File: src/rtl/rng_arb_pkg.sv
// Shared types and constants for the RNG round-robin arbiter.
// Holds the FSM state encoding and the counter-sizing helper.
package rng_arb_pkg;

  typedef enum logic [2:0] {
    ST_IDLE  = 3'd0,
    ST_GEN   = 3'd1,
    ST_WAIT  = 3'd2,
    ST_CHECK = 3'd3,
    ST_DONE  = 3'd4
  } state_t;

  localparam int DEFAULT_WIDTH = 4;

  // Cycles from the rng_gen strobe to the earliest rng_en response.
  localparam int RNG_LATENCY = 1;

  // Bits needed to hold values 0..max_val; never narrower than one bit.
  function automatic int cnt_width(input int max_val);
    return (max_val < 2) ? 1 : $clog2(max_val + 1);
  endfunction

endpackage

File: src/rtl/rr_arbiter.sv
// Combinational round-robin picker: first requester at or after last_grant+1,
// wrapping modulo NREQ.
module rr_arbiter
  import rng_arb_pkg::*;
#(
  parameter int NREQ = 4,
  parameter int IDW  = cnt_width(NREQ - 1)
) (
  input  logic [NREQ-1:0] i_req,
  input  logic [IDW-1:0]  i_last_grant,
  output logic [NREQ-1:0] o_grant,
  output logic [IDW-1:0]  o_idx,
  output logic            o_valid
);

  logic [IDW-1:0] w_cand;

  always_comb begin
    o_grant = '0;
    o_idx   = '0;
    o_valid = 1'b0;
    w_cand  = '0;
    for (int k = 1; k <= NREQ; k++) begin
      w_cand = IDW'((int'(i_last_grant) + k) % NREQ);
      if (!o_valid && i_req[w_cand]) begin
        o_valid         = 1'b1;
        o_idx           = w_cand;
        o_grant[w_cand] = 1'b1;
      end
    end
  end

endmodule

File: src/rtl/rng_arbiter.sv
// Shares one LFSR random source among NREQ requesters, redrawing values above
// each requester's inclusive limit and saturating once the retries run out.
module rng_arbiter
  import rng_arb_pkg::*;
#(
  parameter int NREQ      = 4,
  parameter int WIDTH     = DEFAULT_WIDTH,
  parameter int MAX_RETRY = 3,
  parameter int TIMEOUT   = 7
) (
  input  logic                  clk,
  input  logic                  rst,
  input  logic [NREQ-1:0]       req,
  input  logic [NREQ*WIDTH-1:0] limit,
  output logic [NREQ-1:0]       ack,
  output logic [WIDTH-1:0]      data_out,
  output logic                  clipped,
  output logic                  err,
  output logic                  rng_gen,
  input  logic                  rng_en,
  input  logic [WIDTH-1:0]      rng_value,
  output logic                  busy
);

  localparam int IDW = cnt_width(NREQ - 1);
  localparam int RW  = cnt_width(MAX_RETRY);
  // A WAIT window shorter than the RNG latency could never see a response.
  localparam int WAIT_LIMIT = (TIMEOUT > RNG_LATENCY) ? TIMEOUT : RNG_LATENCY;
  localparam int TW  = cnt_width(WAIT_LIMIT);

  state_t          r_state;
  state_t          w_next_state;

  logic [NREQ-1:0] r_grant;
  logic [IDW-1:0]  r_id;
  logic [IDW-1:0]  r_last_grant;
  logic [WIDTH-1:0] r_limit;
  logic [WIDTH-1:0] r_value;
  logic [WIDTH-1:0] r_result;
  logic [RW-1:0]   r_retry;
  logic [TW-1:0]   r_wait_cnt;
  logic            r_clip;
  logic            r_err;

  logic [NREQ-1:0] w_grant;
  logic [IDW-1:0]  w_grant_idx;
  logic            w_any_req;
  logic [WIDTH-1:0] w_sel_limit;
  logic            w_timeout;
  logic            w_in_range;
  logic            w_can_retry;

  rr_arbiter #(
    .NREQ (NREQ),
    .IDW  (IDW)
  ) u_rr_arbiter (
    .i_req        (req),
    .i_last_grant (r_last_grant),
    .o_grant      (w_grant),
    .o_idx        (w_grant_idx),
    .o_valid      (w_any_req)
  );

  always_comb begin
    w_sel_limit = '0;
    for (int i = 0; i < NREQ; i++) begin
      if (w_grant_idx == IDW'(i)) begin
        w_sel_limit = limit[i*WIDTH +: WIDTH];
      end
    end
  end

  assign w_timeout   = (r_wait_cnt == TW'(WAIT_LIMIT));
  assign w_in_range  = (r_value <= r_limit);
  assign w_can_retry = (r_retry < RW'(MAX_RETRY));

  always_ff @(posedge clk) begin
    if (rst) begin
      r_state <= ST_IDLE;
    end else begin
      r_state <= w_next_state;
    end
  end

  always_comb begin
    w_next_state = r_state;
    case (r_state)
      ST_IDLE: begin
        if (w_any_req) begin
          w_next_state = ST_GEN;
        end
      end
      ST_GEN: begin
        w_next_state = ST_WAIT;
      end
      ST_WAIT: begin
        if (rng_en) begin
          w_next_state = ST_CHECK;
        end else if (w_timeout) begin
          w_next_state = ST_DONE;
        end
      end
      ST_CHECK: begin
        if (w_in_range || !w_can_retry) begin
          w_next_state = ST_DONE;
        end else begin
          w_next_state = ST_GEN;
        end
      end
      ST_DONE: begin
        w_next_state = ST_IDLE;
      end
      default: begin
        w_next_state = ST_IDLE;
      end
    endcase
  end

  // Requester 0 must win first after reset, so last_grant starts at NREQ-1.
  always_ff @(posedge clk) begin
    if (rst) begin
      r_grant      <= '0;
      r_id         <= '0;
      r_last_grant <= IDW'(NREQ - 1);
      r_limit      <= '0;
      r_value      <= '0;
      r_result     <= '0;
      r_retry      <= '0;
      r_wait_cnt   <= '0;
      r_clip       <= 1'b0;
      r_err        <= 1'b0;
    end else begin
      case (r_state)
        ST_IDLE: begin
          if (w_any_req) begin
            r_grant  <= w_grant;
            r_id     <= w_grant_idx;
            r_limit  <= w_sel_limit;
            r_retry  <= '0;
            r_result <= '0;
            r_clip   <= 1'b0;
            r_err    <= 1'b0;
          end
        end
        ST_GEN: begin
          r_wait_cnt <= '0;
        end
        ST_WAIT: begin
          if (rng_en) begin
            r_value <= rng_value;
          end else if (w_timeout) begin
            r_err    <= 1'b1;
            r_result <= '0;
          end else begin
            r_wait_cnt <= r_wait_cnt + 1'b1;
          end
        end
        ST_CHECK: begin
          if (w_in_range) begin
            r_result <= r_value;
          end else if (w_can_retry) begin
            r_retry <= r_retry + 1'b1;
          end else begin
            r_result <= r_limit;
            r_clip   <= 1'b1;
          end
        end
        ST_DONE: begin
          r_last_grant <= r_id;
        end
        default: begin
          r_retry <= '0;
        end
      endcase
    end
  end

  assign ack      = (r_state == ST_DONE) ? r_grant : '0;
  assign data_out = (r_state == ST_DONE) ? r_result : '0;
  assign clipped  = (r_state == ST_DONE) && r_clip;
  assign err      = (r_state == ST_DONE) && r_err;
  assign rng_gen  = (r_state == ST_GEN);
  assign busy     = (r_state != ST_IDLE);

endmodule

File: config.mk
export PLATFORM = sky130hd
export DESIGN_NAME = rng_arbiter
export DESIGN_NICKNAME = d
export VERILOG_FILES = /design/src/rtl/rng_arb_pkg.sv /design/src/rtl/rr_arbiter.sv /design/src/rtl/rng_arbiter.sv
export SDC_FILE = /design/constraint.sdc
export NUM_CORES = 1
export LEC_CHECK = 0
export ABC_AREA = 0
export ABC_CLOCK_PERIOD_IN_PS = 4600
export CAP_MARGIN = 10
export CORE_MARGIN = 3
export CORE_UTILIZATION = 50
export DETAILED_ROUTE_END_ITERATION = 16
export MAX_ROUTING_LAYER = met4
export PLACE_DENSITY = 0.86
export SLEW_MARGIN = 20
export SYNTH_ARGS = -nofsm -noshare
export SYNTH_HDL_FRONTEND = slang
export SYNTH_SLANG_ARGS = --single-unit
File: constraint.sdc
create_clock -name clk -period 4.6 [get_ports clk]
set_input_delay 0.46 -clock clk [delete_from_list [all_inputs] [get_ports clk]]
set_output_delay 0.46 -clock clk [all_outputs]
set_load 0.01 [all_outputs]
# Word level (Yosys, flattened, before mapping)
# Cells that the tools add are included.
# classes
n_addsub,6
magnitude_cmp,10
n_eq_ne,17
muxes,59
bitwise,4
n_reduce_logical,30
# op_table
cell,n
2-to-1 mux 4 bit,15
2-to-1 mux 3 bit,6
2-to-1 mux 1 bit,17
2-to-1 mux 2 bit,7
"less-than comparator 2 x 3 -> 1 bit, second input constant",4
"!= test 2 bit, second input constant",6
bitwise OR 4 bit,3
one-hot mux 3 bit (4 select lines),1
one-hot mux 4 bit (3 select lines),1
AND reduction 4 bit,3
logical AND 1 bit,9
binary-select mux 1 bit (select 2 bit),4
demux 1 bit (select 2 bit),4
">= comparator 2 x 1 -> 1 bit, second input constant",4
"adder 2 x 1 -> 2 bit, second input constant",3
"equality test 3 x 2 -> 1 bit, second input constant",2
"equality test 3 bit, second input constant",2
"!= test 3 bit, second input constant",2
one-hot mux 2 bit (3 select lines),1
one-hot mux 3 bit (2 select lines),1
AND reduction 2 bit,3
nonzero test 2 bit,3
nonzero test 3 bit,2
AND reduction 5 bit,1
other kinds (16),22
# word_totals
regBits,30
inputBits,27
out_inout_bits,12
elab_cells,137

# Logic depth before layout (Yosys ltp)
# Gate-level depths: netlist of the first run.
# depth
word_depth,18
ltp_mapped,9
ltp_nobuf,8

# Cells and area by module
# Synthesis of the first run repeated with hierarchy kept, for this count alone.
# unflattened
hier_cells,260
area_unflattened_um2,2152.1
# by_module_without_submodules
mod,instances,cells_each,area_per_inst_um2,seq_area_each_um2
rng_arbiter,1,174,1522.7,600.6
rr_arbiter,1,86,629.4,0.0

# Worst setup path after synthesis of the first run
# No wires, ideal clock.
# synth_timing
path_type,register to register
from,register r_last_grant[0]
to,register r_limit[1]
setup_ns,0.117
arrival_time_ns,2.415
required_time_ns,4.483
setup_slack_ns,2.068
path_stages_with_launch,10
path_buffers,1
synth_period_minus_slack_ns,2.532
cell_sequence,dfxtp_1 > inv_1 > ha_1 > mux4_2 > nor2b_4 > o31ai_2 > or2_2 > buf_6 > mux2i_1 > a22o_1
# synth_via
elab_chain_cells,18
word_cells_on_any_way,35
classes_between,4 x add/sub; 3 x eq/ne; 20 x mux; 8 x reduce/logical
# synth_lines
element,line_no,text
from (decl),rng_arbiter.sv:36,logic [IDW-1:0] r_last_grant;
from (signal assigned),rng_arbiter.sv:124,r_last_grant <= IDW'(NREQ - 1);
from (signal assigned),rng_arbiter.sv:169,r_last_grant <= r_id;
adder 2 x 1 -> 2 bit,rr_arbiter.sv:24,w_cand = IDW'((int'(i_last_grant) + k) % NREQ);
binary-select mux 1 bit (select 2 bit),rr_arbiter.sv:25,if (!o_valid && i_req[w_cand]) begin
2-to-1 mux 1 bit (not written as such),rr_arbiter.sv:25,
2-to-1 mux 1 bit,rr_arbiter.sv:25,
zero test 1 bit,rr_arbiter.sv:25,
logical AND 1 bit,rr_arbiter.sv:25,
2-to-1 mux 1 bit,rr_arbiter.sv:25,
zero test 1 bit,rr_arbiter.sv:25,
logical AND 1 bit,rr_arbiter.sv:25,
2-to-1 mux 1 bit,rr_arbiter.sv:25,
zero test 1 bit,rr_arbiter.sv:25,
logical AND 1 bit,rr_arbiter.sv:25,
2-to-1 mux 2 bit,rr_arbiter.sv:25,
zero test 2 bit,rng_arbiter.sv:67,if (w_grant_idx == IDW'(i)) begin
2-to-1 mux 4 bit (4 in series),rng_arbiter.sv:67,
to (signal assigned),rng_arbiter.sv:138,r_limit <= w_sel_limit;
to (decl),rng_arbiter.sv:37,logic [WIDTH-1:0] r_limit;
# Several ways; a longest one is shown, not always the timed one. The select of a mux whose other input is x is not followed.
# A chain may end at the register's enable or synchronous reset.

# Worst setup path in the final report of the first run
# Ends and elaborated chain as after synthesis.

==> results of run 1 <==
==> critical path, stage by stage (launching register included) <==
cell and delay [ns]:
dfxtp_1 0.75, inv_1 0.30, ha_1 0.48, mux4_2 0.42
nor2b_4 0.20, o31ai_2 0.09, or2_2 0.35, mux2i_1 0.14
a22o_1 0.22
==> per-layer routing <==
metal | vias to the layer above | global-route usage [%]
met5 | - | -
met4 | 0 | 8.56
met3 | 9 | 4.26
met2 | 65 | 33.6
met1 | 890 | 24.9
li1 | 970 | -
==> cells in the mapped netlist (all sizes together), types with 5 or more instances <==
cell type | number | area (sq um)
nor3 | 5 | 25.0
a21oi | 16 | 80.1
ha | 15 | 188
nor2 | 28 | 105
mux2i | 19 | 190
inv | 10 | 37.5
nand3 | 6 | 30.0
o22ai | 6 | 37.5
a311oi | 5 | 43.8
dfxtp | 30 | 601
and3 | 10 | 62.6
buf | 7 | 52.5
nand2 | 18 | 67.6
clkbuf | 12 | 45.0
o21ai | 7 | 38.8
==> power groups by stage <==
stage	logic, W	clock network (W)	registers [W]
after floorplan	0.000436	0	0.000350
after global placement	0.000510	0	0.000382
after detailed placement	0.000524	0	0.000385
after CTS	0.000534	0.000271	0.000380
after global routing	0.000592	0.000282	0.000394
final	0.000535	0.000270	0.000382
==> kinds of logic after synthesis <==
| group | count (synthesis) | synth area share (%) |
|---|---|---|
| and+or+nand+nor | 97 | 24.4 |
| muxes | 22 | 11.8 |
| buffers and inverters | 29 | 6.48 |
| DFF | 30 | 28.8 |
| adders and majority gates | 15 | 9.00 |
| AOI/OAI and AO/OA | 58 | 19.6 |
==> registers in the layout (all words and copies together), names as in the netlist <==
name          cells
r_clip            1
r_last_grant      2
r_wait_cnt        3
r_result          4
r_err             1
r_retry           2
r_limit           4
r_grant           4
r_state           3
r_id              2
r_value           4
==> worst paths after layout <==
check / start / end / slack, ns / depth (start not counted)
min: r_retry[1]$_SDFFE_PP0P_ / r_retry[1]$_SDFFE_PP0P_ / 0.47 / 2
max reg2reg: r_last_grant[0]$_SDFFE_PP1N_ / r_limit[1]$_SDFFE_PP0P_ / 1.53 / 8
min reg2reg: r_retry[1]$_SDFFE_PP0P_ / r_retry[1]$_SDFFE_PP0P_ / 0.47 / 2
max: r_last_grant[0]$_SDFFE_PP1N_ / r_limit[1]$_SDFFE_PP0P_ / 1.53 / 8
==> final cells by class <==
class / count / share of cell area, %
multi-input cells: 192 / 53.1
flip-flops and latches: 30 / 23.5
repair buffers: 39 / 15.2
clock buffers: 6 / 3.23
well taps: 48 / 2.35
inverters: 10 / 1.47
clock inverters: 1 / 1.18
==> through the flow <==
| step | cells | instance area (sq um) | hold slack, ns | worst slack, ns |
|---|---|---|---|---|
| after global routing | 326 | 2550 | 0.490 | 1.30 |
| after global placement | 319 | 2440 | 0.449 | 1.67 |
| after detailed placement | 319 | 2440 | 0.467 | 1.55 |
| after floorplan | 251 | 2090 | 0.435 | 2.07 |
| after CTS | 326 | 2550 | 0.476 | 1.53 |
| final | 326 | 2550 | 0.472 | 1.53 |
==> impl_metrics.csv, run 1 <==
group,metric,value,unit
timing,max_slew_margin,43.5,%
synth,synth_top_flop_cell,"dfxtp_1",
cts,ctsResizeCount,0,
synth,synth_async_sr_flop_share,0,%
synth,synth_area,0.00209,sq mm
synth,syn_avg_cell_area,8.31,sq um
die,fp.dieH,70.6,um
worst_setup_path,start_kind,"register",
worst_setup_path,cp-end-kind,"register",
timing,finClkSkew,0.00534,ns
power_and_ir_drop,p_leak,1.03,nW
route,via_per_inst,5.93,
global_route,track_usage,20.6,%
die,fp.coreArea,0.00383,sq mm
timing,fin_tns_setup,0,ns
route,dr_wl_met2,2380,um
synth,ys_ff_latch,30,
cells_and_area,drive_gt1_share,5.76,%
power_and_ir_drop,swShare,39.2,%
cts,cts_max_level,2,
synth,syn_nets,293,
die,rows,22,
power_and_ir_drop,power.internal,0.000722,W
global_route,grt_pass1_wl,8230,um
route,route.detailed.drc,0,
cts,cts_buffers,5,
die,die_area,0.00498,sq mm
cts,postCtsHoldBufs,0,
cts,numClockSinks,30,
worst_setup_path,cp.required,4.78,ns
route,drt-wirelength-per-cell,14.8,um
die,start_util,54.5,%
cts,clk_path_buf_depth,2,
synth,synth_cells,251,
global_route,grt-ovfl-total,0,
place,gp_congestion,0.864,
power_and_ir_drop,seqPwrFrac,32.2,%
route,routed_wl,4840,um
cells_and_area,antenna_cells,0,
worst_setup_path,arrival,3.25,ns
hold_path,min_path_type,"reg2reg",
worst_setup_path,worst-path-max-fanout,17,
cells_and_area,syn2layout_area_growth,22.4,%
cells_and_area,mostFrequentLayoutCells,"clkdlybuf4s50_1, dfxtp_1, nor2_1",
run,max_cap_viol_count,0,
route,num_vias,1934,
place,port_buffers,38,
synth,synth_cell_types,48,
route,top_layer,"met4",
cts,cts_root_buf,"clkbuf_8",
outcome,status,"completed",
timing,rsz0062_at_grt,"no",
die,pin_count,39,
cells_and_area,layout_commonest_cell,"clkdlybuf4s50_1",
timing,fmax,326,MHz
synth,yosysSeqAreaShare,28.8,%
timing,worst_pin_slew,0.842,ns
die,die_w,70.6,um
synth,synth_edf_count,0,
global_route,grt_pass1_vias,1856,
cells_and_area,post-route-util,66.7,%
cts,cts_tree,"done",
timing,finalSetupViolCount,0,
cts,clk_transition_reported_paths,0.06,ns
global_route,grt_antenna_before_repair,0,
cts,postCtsSetupBuffers,0,
cells_and_area,multi_input_area,0.00136,sq mm
route,wl_met1,2060,um
global_route,grt_max_degree,30,
timing,timing.final.crit_share,66.7,%
timing,fin_crit,3.07,ns
worst_setup_path,crit_type,"reg2reg",
power_and_ir_drop,p_sw,0.000466,W
timing,finalHoldViolations,0,
cells_and_area,regArea,601,sq um
place,hpwlAfterDp,3510,um
cts,clk_latency,0.29,ns
route,drt_iter0_markers,150,
route,drtPass1Iterations,4,
power_and_ir_drop,ir_drop,0.000239,V
route,wl_met3,305,um
cells_and_area,fin_nets,320,
power_and_ir_drop,clockPowerShare,22.7,%
route,ant_nets,0,
synth,yosys_warnings,0,
power_and_ir_drop,pwr-share-comb,45.1,%
timing,slew_viol_final,0,
cells_and_area,nFillCells,328,
power_and_ir_drop,power.total,0.00119,W
power_and_ir_drop,p_per_area,465,mW/mm^2
Note: power is estimated with default switching activity, not from simulation.
==> run 2, diff against run 1 <==
Settings changed: ABC_CLOCK_PERIOD_IN_PS 4600 to 2500, CORE_UTILIZATION 50 to 47, PLACE_DENSITY 0.86 to 0.85.
Clock period 4.6 ns to 2.5 ns, I/O delays scaled along.
==> run 2 against run 1 <==
Against the previous run:
- clock power is 130% higher
- combinational power grew 110%
- hold slack worse by 0.0036 ns
==> impl_metrics.csv, run 2 (synthesized netlist as in run 1, its figures left out) <==
group,metric,value,unit
hold_path,hp-start,"r_result[3]$_SDFFE_PP0P_",
worst_setup_path,ff2ff_setup_slack,0.26,ns
power_and_ir_drop,ir_drop,0.000451,V
timing,slew_viol_final,0,
outcome,status,"completed",
route,drt_iter0_markers,165,
cells_and_area,layout_commonest_cell,"clkdlybuf4s50_1",
timing,finClkSkew,0.00554,ns
die,die_area,0.00527,sq mm
die,fp.dieH,72.6,um
worst_setup_path,cp-end-kind,"primary output",
worst_setup_path,reg2regPathDepth,8,
cts,postCtsHoldBufs,0,
cts,clk_latency,0.28,ns
worst_setup_path,start_kind,"register",
global_route,grt_pass1_wl,8650,um
cells_and_area,post-route-util,66.2,%
cts,postCtsSetupBuffers,0,
worst_setup_path,reg2reg_to,"r_limit[1]$_SDFFE_PP0P_",
place,dp_cells,342,
timing,timing.final.crit_share,92.3,%
worst_setup_path,cp.required,2.25,ns
place,hpwlAfterDp,3800,um
die,die_w,72.6,um
timing,max_slew_margin,52.7,%
die,start_util,50.3,%
timing,fin_crit,2.31,ns
timing,finalHoldViolations,0,
place,gp_congestion,0.888,
timing,fin_hold_ws,0.469,ns
place,place_ws,0.0326,ns
worst_setup_path,worst-path-max-fanout,12,
timing,rsz0062_at_grt,"no",
route,drtPass1Iterations,4,
timing,fmax,434,MHz
route,route.detailed.drc,0,
route,via_per_inst,5.80,
route,ant_nets,0,
timing,worst_pin_slew,0.706,ns
route,routed_wl,4960,um
global_route,grt_pass1_vias,1922,
cts,cts_root_buf,"clkbuf_8",
cts,numClockSinks,30,
die,fp.coreArea,0.00414,sq mm
cts,ctsResizeCount,0,
die,rows,23,
timing,fin_tns_setup,0,ns
timing,timing.final.ws_setup,0.193,ns
cts,cts_buffers,5,
worst_setup_path,endpoint,"clipped",
cells_and_area,drive_gt1_share,13.0,%
global_route,track_usage,21.0,%
power_and_ir_drop,p_per_area,885,mW/mm^2
hold_path,min_path_type,"reg2reg",
cts,clk_transition_reported_paths,0.07,ns
worst_setup_path,arrival,2.06,ns
worst_setup_path,r2r_start,"r_last_grant[1]$_SDFFE_PP1N_",
cells_and_area,antenna_cells,0,
cells_and_area,finalNonFillerCells,350,
place,port_buffers,38,
cts,cts_max_level,2,
cells_and_area,fin_nets,341,
worst_setup_path,crit_type,"reg2out",
global_route,grt_max_degree,26,
cts,clk_path_buf_depth,2,
cells_and_area,mostFrequentLayoutCells,"clkdlybuf4s50_1, dfxtp_1, nor2_1",
die,pin_count,39,
global_route,grt_antenna_before_repair,0,
global_route,grt-ovfl-total,0,
cells_and_area,syn2layout_area_growth,31.6,%
route,num_vias,2029,
cts,cts_tree,"done",
run,max_cap_viol_count,0,
worst_setup_path,cp-startpoint,"r_state[0]$_SDFFE_PP0P_",
route,drt-wirelength-per-cell,14.2,um
power_and_ir_drop,p_leak,1.14,nW
timing,finalSetupViolCount,0,
[run 2: layer usage]
| layer | wire length, um | up-vias | global-route usage [%] |
|---|---|---|---|
| met5 | 0 | - | - |
| met4 | 85 | 0 | 7.17 |
| met3 | 281 | 9 | 3.86 |
| met2 | 2380 | 68 | 35.5 |
| met1 | 2210 | 941 | 24.9 |
| li1 | - | 1011 | - |
[run 2: worst min-delay path by stage]
| stage | to | depth (start not counted) |
|---|---|---|
| after floorplan | r_value[0]$_SDFFE_PP0P_ | 2 |
| after global routing | r_last_grant[0]$_SDFFE_PP1N_ | 1 |
| after detailed placement | r_result[2]$_SDFFE_PP0P_ | 2 |
| final | r_result[3]$_SDFFE_PP0P_ | 2 |
| after CTS | r_result[3]$_SDFFE_PP0P_ | 2 |
| after global placement | r_id[0]$_SDFFE_PP0P_ | 2 |
[run 2: layout make-up]
class	instances	area [sq um]
Fill cell	352	1400
Multi-Input combinational cell	192	1360
Sequential cell	30	602
Timing Repair Buffer	60	546
Clock buffer	6	82.6
Tap cell	50	62.6
Clock inverter	2	60.1
Inverter	10	37.5
[run 2: power breakdown]
| part | switching (W) | total, W | internal [W] |
|---|---|---|---|
| clock | 0.000185 | 0.000610 | 0.000425 |
| sequential | 0.000103 | 0.000689 | 0.000586 |
| combinational | 0.000601 | 0.00113 | 0.000529 |
| total | 0.000889 | 0.00243 | 0.00154 |
[run 2: worst max-delay path: stages, from the launching register on]
cell,delay (ns)
dfxtp_1,0.42
nor2_1,0.45
buf_4,0.22
and3_1,0.15
clkdlybuf4s50_1,0.53
[run 2: per-stage QoR]
step / instance area, sq um / total power (W)
6_report: 2750 / 0.00243
5_1_grt: 2750 / 0.00259
4_1_cts: 2740 / 0.00243
3_5_place_dp: 2600 / 0.00181
3_3_place_gp: 2600 / 0.00177
2_1_floorplan: 2090 / 0.00145
